### src/rtl/sync_fifo.sv
// Single-clock FIFO with registered read data (normal, non-show-ahead mode).
// Full/empty/almost-full are registered from the next occupancy count.
module sync_fifo #(
  parameter int unsigned DATA_W   = 8,
  parameter int unsigned ADDR_W   = 8,
  parameter int unsigned AF_LEVEL = 240
) (
  input  logic              clk,
  input  logic              rst_n,
  input  logic              wr_req,
  input  logic [DATA_W-1:0] wr_data,
  input  logic              rd_req,
  output logic [DATA_W-1:0] rd_data,
  output logic              rd_valid,
  output logic              full,
  output logic              empty,
  output logic              almost_full,
  output logic [ADDR_W:0]   usedw,
  output logic              overflow,
  output logic              underflow
);

  localparam int unsigned DEPTH = 1 << ADDR_W;
  localparam int unsigned CNT_W = ADDR_W + 1;

  logic [DATA_W-1:0] mem [DEPTH];
  logic [ADDR_W-1:0] wr_ptr;
  logic [ADDR_W-1:0] rd_ptr;
  logic              wr_acc_c;
  logic              rd_acc_c;
  logic [CNT_W-1:0]  usedw_nxt_c;

  // Accept decisions from registered flags, and the resulting occupancy
  always_comb begin
    wr_acc_c    = wr_req & ~full;
    rd_acc_c    = rd_req & ~empty;
    usedw_nxt_c = usedw;
    if (wr_acc_c && !rd_acc_c) begin
      usedw_nxt_c = usedw + CNT_W'(1);
    end else if (!wr_acc_c && rd_acc_c) begin
      usedw_nxt_c = usedw - CNT_W'(1);
    end
  end

  // Storage array; contents are intentionally not reset
  always_ff @(posedge clk) begin
    if (wr_acc_c) begin
      mem[wr_ptr] <= wr_data;
    end
  end

  // Pointers, read data, count, flags and error pulses
  always_ff @(posedge clk or negedge rst_n) begin
    if (!rst_n) begin
      wr_ptr      <= '0;
      rd_ptr      <= '0;
      rd_data     <= '0;
      rd_valid    <= 1'b0;
      usedw       <= '0;
      full        <= 1'b0;
      empty       <= 1'b1;
      almost_full <= 1'b0;
      overflow    <= 1'b0;
      underflow   <= 1'b0;
    end else begin
      if (wr_acc_c) begin
        wr_ptr <= wr_ptr + ADDR_W'(1);
      end
      if (rd_acc_c) begin
        rd_data <= mem[rd_ptr];
        rd_ptr  <= rd_ptr + ADDR_W'(1);
      end
      rd_valid    <= rd_acc_c;
      usedw       <= usedw_nxt_c;
      full        <= (usedw_nxt_c == CNT_W'(DEPTH));
      empty       <= (usedw_nxt_c == '0);
      almost_full <= (usedw_nxt_c >= CNT_W'(AF_LEVEL));
      overflow    <= wr_req & full;
      underflow   <= rd_req & empty;
    end
  end

endmodule

### config.mk
export PLATFORM = sky130hd
export DESIGN_NAME = sync_fifo
export DESIGN_NICKNAME = d
export VERILOG_FILES = /design/src/rtl/sync_fifo.sv
export SDC_FILE = /design/constraint.sdc
export NUM_CORES = 2
export LEC_CHECK = 0
export ABC_AREA = 1
export BUFFER_PORTS_ARGS = -buffer_cell sky130_fd_sc_hd__buf_2
export CAP_MARGIN = 20
export CORE_ASPECT_RATIO = 0.9
export CORE_MARGIN = 2
export CORE_UTILIZATION = 45
export DETAILED_ROUTE_END_ITERATION = 16
export GPL_ROUTABILITY_DRIVEN = 1
export PLACE_DENSITY = 0.68
export SYNTH_ARGS = -nofsm -noshare
export SYNTH_HDL_FRONTEND = slang
export SYNTH_SLANG_ARGS = --single-unit
export TNS_END_PERCENT = 20
### constraint.sdc
create_clock -name clk -period 2.95 [get_ports clk]
set_input_delay 0.295 -clock clk [delete_from_list [all_inputs] [get_ports clk]]
set_output_delay 0.295 -clock clk [all_outputs]
set_load 0.01 [all_outputs]
Word level (Yosys, flattened, before mapping):

Memories as Yosys holds them, arrays and structs flattened. A register that Yosys moved wholly into a read port is not among the register bits.
Cells that the tools add are included.

* register bits after elaboration: 31
* output and inout bits: 23
* memories: 1
* bits in writable memories: 2048
* input port bits: 12
* word-level logic and storage cells: 32

* add/subtract/negate cells: 4
* reductions and logical operators: 6
* bitwise gates (word level): 6
* magnitude comparators: 1
* muxes and demuxes: 4
* equal/unequal tests: 1

Memories
* mem: depth 256, bits a word 8, read ports 1, clocked after memory_dff 1, wr ports 1, RTL line 26 `logic [DATA_W-1:0] mem [DEPTH];`

Operator list (count)
* 9-bit two-way mux: 2
* 8-bit by 1-bit adder with 8-bit output, second input constant: 2
* 9-bit by 1-bit adder with 9-bit output, second input constant: 1
* 9-bit == test, second input constant: 1
* 9-bit by 8-bit greater-or-equal comparator with 1-bit output, second input constant: 1
* 9-bit zero test: 1
* 9-bit by 1-bit subtractor with 9-bit output, second input constant: 1
* 1-bit AND: 4
* 1-bit zero test: 3
* 1-bit logical AND: 2
* 1-bit two-way mux: 2
* 1-bit NOT: 2

Longest topological paths before layout:

* depth in word-level cells: 7
* mapped depth: 21
* gate-level depth less buffers: 17

Least setup slack after synthesis:

OpenSTA, ideal clock, no wires.

* path kind: register -> register
* start point: register full
* end point: memory mem[105][0] (enable)
* cell stages (with the launch flop): 7
* path slack: 0.653 ns
* required time: 2.580 ns
* arrival: 1.927 ns
* library setup time: 0.370 ns
* period minus slack after synthesis: 2.297 ns
* buffers on the path: 3
* path through: dfrtp_1 -> nor2_1 -> clkbuf_1 -> clkbuf_1 -> nand2_1 -> clkbuf_1 -> nor2_1

* word-level cells in the longest chain between the ends: 4

RTL lines
* start: declaration: RTL line 15 `output logic full,`
* start signal: assignment: RTL line 75 `full <= (usedw_nxt_c == CNT_W'(DEPTH));`
* 1-bit NOT: RTL line 35 `wr_acc_c = wr_req & ~full;`
* 1-bit AND: RTL line 35
* 1-bit two-way mux: RTL line 47 `if (wr_acc_c) begin`
* 1-bit two-way mux (not written as such): RTL line 48 `mem[wr_ptr] <= wr_data;`
* end: declaration: RTL line 26

No other way between the ends.

==> flow_summary.yaml <==
routing:
  dr.pass1.iters: 8
  ant_nets: 0
  wirelength_um: 246000
  drt_iter0_drc: 8054
  drc: 0
  vias: 60600
  wire_per_inst_um: 22.3
  avgViaCountPerCell: 5.51
synthesis:
  synthTopCellsByArea: "edfxtp_1 (70%), nand2_1 (8.8%), nor2_1 (5.8%)"
  synthArstFlopShare_pct: 1.87
  yosysTopAreaCell: "edfxtp_1"
  synth.most_common_cell: "nand2_1"
  ys.flop_type: "edfxtp_1"
  ys_ff_latch: 2087
  ys_warn_count: 0
  yosys-top-cells-count: "nand2_1 (2,051), edfxtp_1 (2,048), nor2_1 (1,343), nand3_1 (603), o21ai_0 (565)"
  ys_seq_area_share_pct: 71.5
  syn_area_per_cell_um2: 11.0
  synth_cell_types: 40
  postSynthCellCount: 7937
  syn_nets: 7956
  synth_enable_flop_cells: 2048
  yosys.area.top_type_share_pct: 70.4
  syn-cell-area_um2: 87400
setup_path:
  worstRegToRegCells: 15
  cp.arrival_ns: 3.79
  end_kind: "flip-flop"
  worst_r2r_startpoint: "rd_ptr[0]$_DFFE_PN0P_"
  start_kind: "flip-flop"
  regToRegSetupSlack_ns: -0.05
  worstPathRequired_ns: 3.74
  cp-endpoint: "rd_data[1]$_DFFE_PN0P_"
  critical_path.max_fanout: 46
  rr_endpoint: "rd_data[1]$_DFFE_PN0P_"
  crit_start: "rd_ptr[0]$_DFFE_PN0P_"
  path_class: "flip-flop to flip-flop"
power_and_ir_drop:
  ir_drop_mv: 0.852
  p_per_area_nw_per_um2: 940
  p_leak_nw: 37.8
  total_power_mw: 94.8
die:
  pin_count: 35
  core_um2: 193000
  dieArea_um2: 198000
  die_x_um: 469
  start_util_pct: 45.3
  row_count: 153
  fp.dieH_um: 422
place:
  numPortBuffers: 34
  dp_cells: 10600
  dp_hpwl_um: 145000
  dpl_cell_area_um2: 93500
  routabilityCongestion: 0.924
layout:
  fin_cells: 11000
  syn2layout_area_growth_pct: 15.3
  final_core_util_pct: 52.2
  final_nets: 8281
  fillCellCount: 16200
  stdcell_area_um2: 101000
  drive_above_1_share_pct: 10.8
clocking:
  clkSlewWorstSetupHoldPaths_ns: 0.06
  root_buffer: "clkbuf_16"
  clk_path_buf_depth: 3
  cts_tree: "yes"
  clock_sinks: 2087
  clock_latency_ns: 0.87
  htree_levels: 4
  cts_buffers: 204
timing:
  setup_violations: 1
  finalClockSkew_ns: 0.0829
  fin_crit_sh_pct: 102
  final.min_clock_period_ns: 3.00
  fmax_mhz: 333
  fin_setup_tns_ns: -0.0492
  rsz0062_at_grt: "true"
  slew_headroom_pct: 35.3
  layout_setup_ws_ns: -0.0492
  drv_slew: 0
  worstMarginPinSlew_ns: 0.967
  final_hold_viol_count: 0
global_route:
  grt_overflow_total: 0
  grt_use_total_pct: 24.2
  grt_max_degree: 108
  grt_pass1_vias: 57600
  grt_pass1_wl_um: 363000
  antenna_found_initial: 7
status:
  status: "complete, but fails checks"
  violations: "setup timing"
min_path:
  hp-class: "input pin to asynchronous set/reset pin"
flow_run:
  cap_violations: 0
==> timing repair <==
item / in CTS / in global routing
endpoints found under the setup margin: 7 / 8
pin swaps: 0 / 1
gates resized for setup: 3 / 45
hold buffers: 11 / 0
setup buffers: 3 / 4
hold endpoints to repair: 422 / 0
gates cloned: 2 / 7
==> worst min-delay path by stage <==
stage | cells past startpoint | from | slack [ns] | to
global placement | 1 | rst_n | 0.45 | usedw[3]$_DFF_PN0_
floorplan | 0 | rst_n | -0.0006 | almost_full$_DFF_PN0_
detailed placement | 1 | rst_n | 0.46 | usedw[3]$_DFF_PN0_
finish | 2 | rst_n | 0.13 | usedw[2]$_DFF_PN0_
global route | 2 | rst_n | 0.15 | usedw[2]$_DFF_PN0_
CTS | 2 | rst_n | 0.09 | usedw[3]$_DFF_PN0_
==> area by class of cell <==
cell class                      count  area, um^2  share of cell area [%]
Timing Repair Buffer              579        5650                    5.60
Clock buffer                      247        5270                    5.23
Antenna cell                        3        7.51                 0.00745
Tap cell                         2557        3200                    3.17
Timing Repair inverter              3        31.3                  0.0310
Clock inverter                    133        1480                    1.47
Multi-Input combinational cell   4892       20800                    20.6
Sequential cell                  2087       62500                    62.0
Inverter                          495        1900                    1.89
==> logic make-up (layout without fill, tap and decap cells) <==
family,after synthesis,in the layout,share of synthesized area (%)
simple gates,4023,4023,18.2
flops,2087,2087,71.5
xor+xnor,15,15,0.150
fa+ha+maj,7,7,0.100
other cells,0,3,0
compound gates,847,847,5.16
buf+inv,958,1457,4.89
==> critical path: stages, from the launching register on <==
cell     delay (ns)
dfrtp_4        0.59
buf_6          0.22
buf_4          0.20
buf_16         0.23
nor2_1         0.09
nor2_1         0.08
o21ai_0        0.10
a21oi_1        0.22
nor2_1         0.10
nand2_1        0.10
nand3_1        0.33
nand2_2        0.29
nand3_1        0.10
nand2_1        0.08
nand2_1        0.05
nand2_1        0.08
==> layer usage <==
layer | up-vias | track usage (%) | part of all wire [%]
met2 | 3170 | 37.0 | 45
li1 | 27500 | - | -
met5 | - | 0 | 0.020
met4 | 6 | 8.15 | 3.4
met1 | 29500 | 34.2 | 40
met3 | 465 | 5.71 | 11
==> through the flow <==
step / hold WS (ns) / setup WS, ns
4_1_cts: 0.0943 / 0.00866
3_5_place_dp: 0.461 / -0.197
5_1_grt: 0.148 / -0.0764
6_report: 0.131 / -0.0492
3_3_place_gp: 0.451 / -0.136
2_1_floorplan: -0.000591 / 0.653
==> placed cells by master, fill, tap and decap left out, types with 12 or more instances in the layout <==
master,instances
a21oi_1,99
buf_12,79
buf_2,26
buf_4,436
bufinv_16,22
clkbuf_1,43
clkbuf_16,210
clkinv_1,55
clkinv_2,33
dfrtp_1,35
edfxtp_1,2048
inv_1,479
nand2_1,2043
nand3_1,595
nor2_1,1331
nor2_2,12
o211ai_1,99
o21ai_0,565
o21ai_1,72
xor2_1,14
==> registers in the layout (all words and copies together) (netlist names), 8 cells and up <==
register and cells:
rd_ptr 8, rd_data 8, mem 2048, usedw 9
wr_ptr 8
==> report_power, final <==
| group | switching (mW) | total [mW] | leakage [nW] | internal [mW] |
|---|---|---|---|---|
| Sequential | 0.456 | 33.6 | 18.9 | 33.1 |
| Combinational | 24.5 | 35.0 | 15.7 | 10.4 |
| Clock | 11.5 | 26.2 | 3.25 | 14.7 |
| Total | 36.5 | 94.8 | 37.8 | 58.3 |
Power figures use the tool's default switching activity.
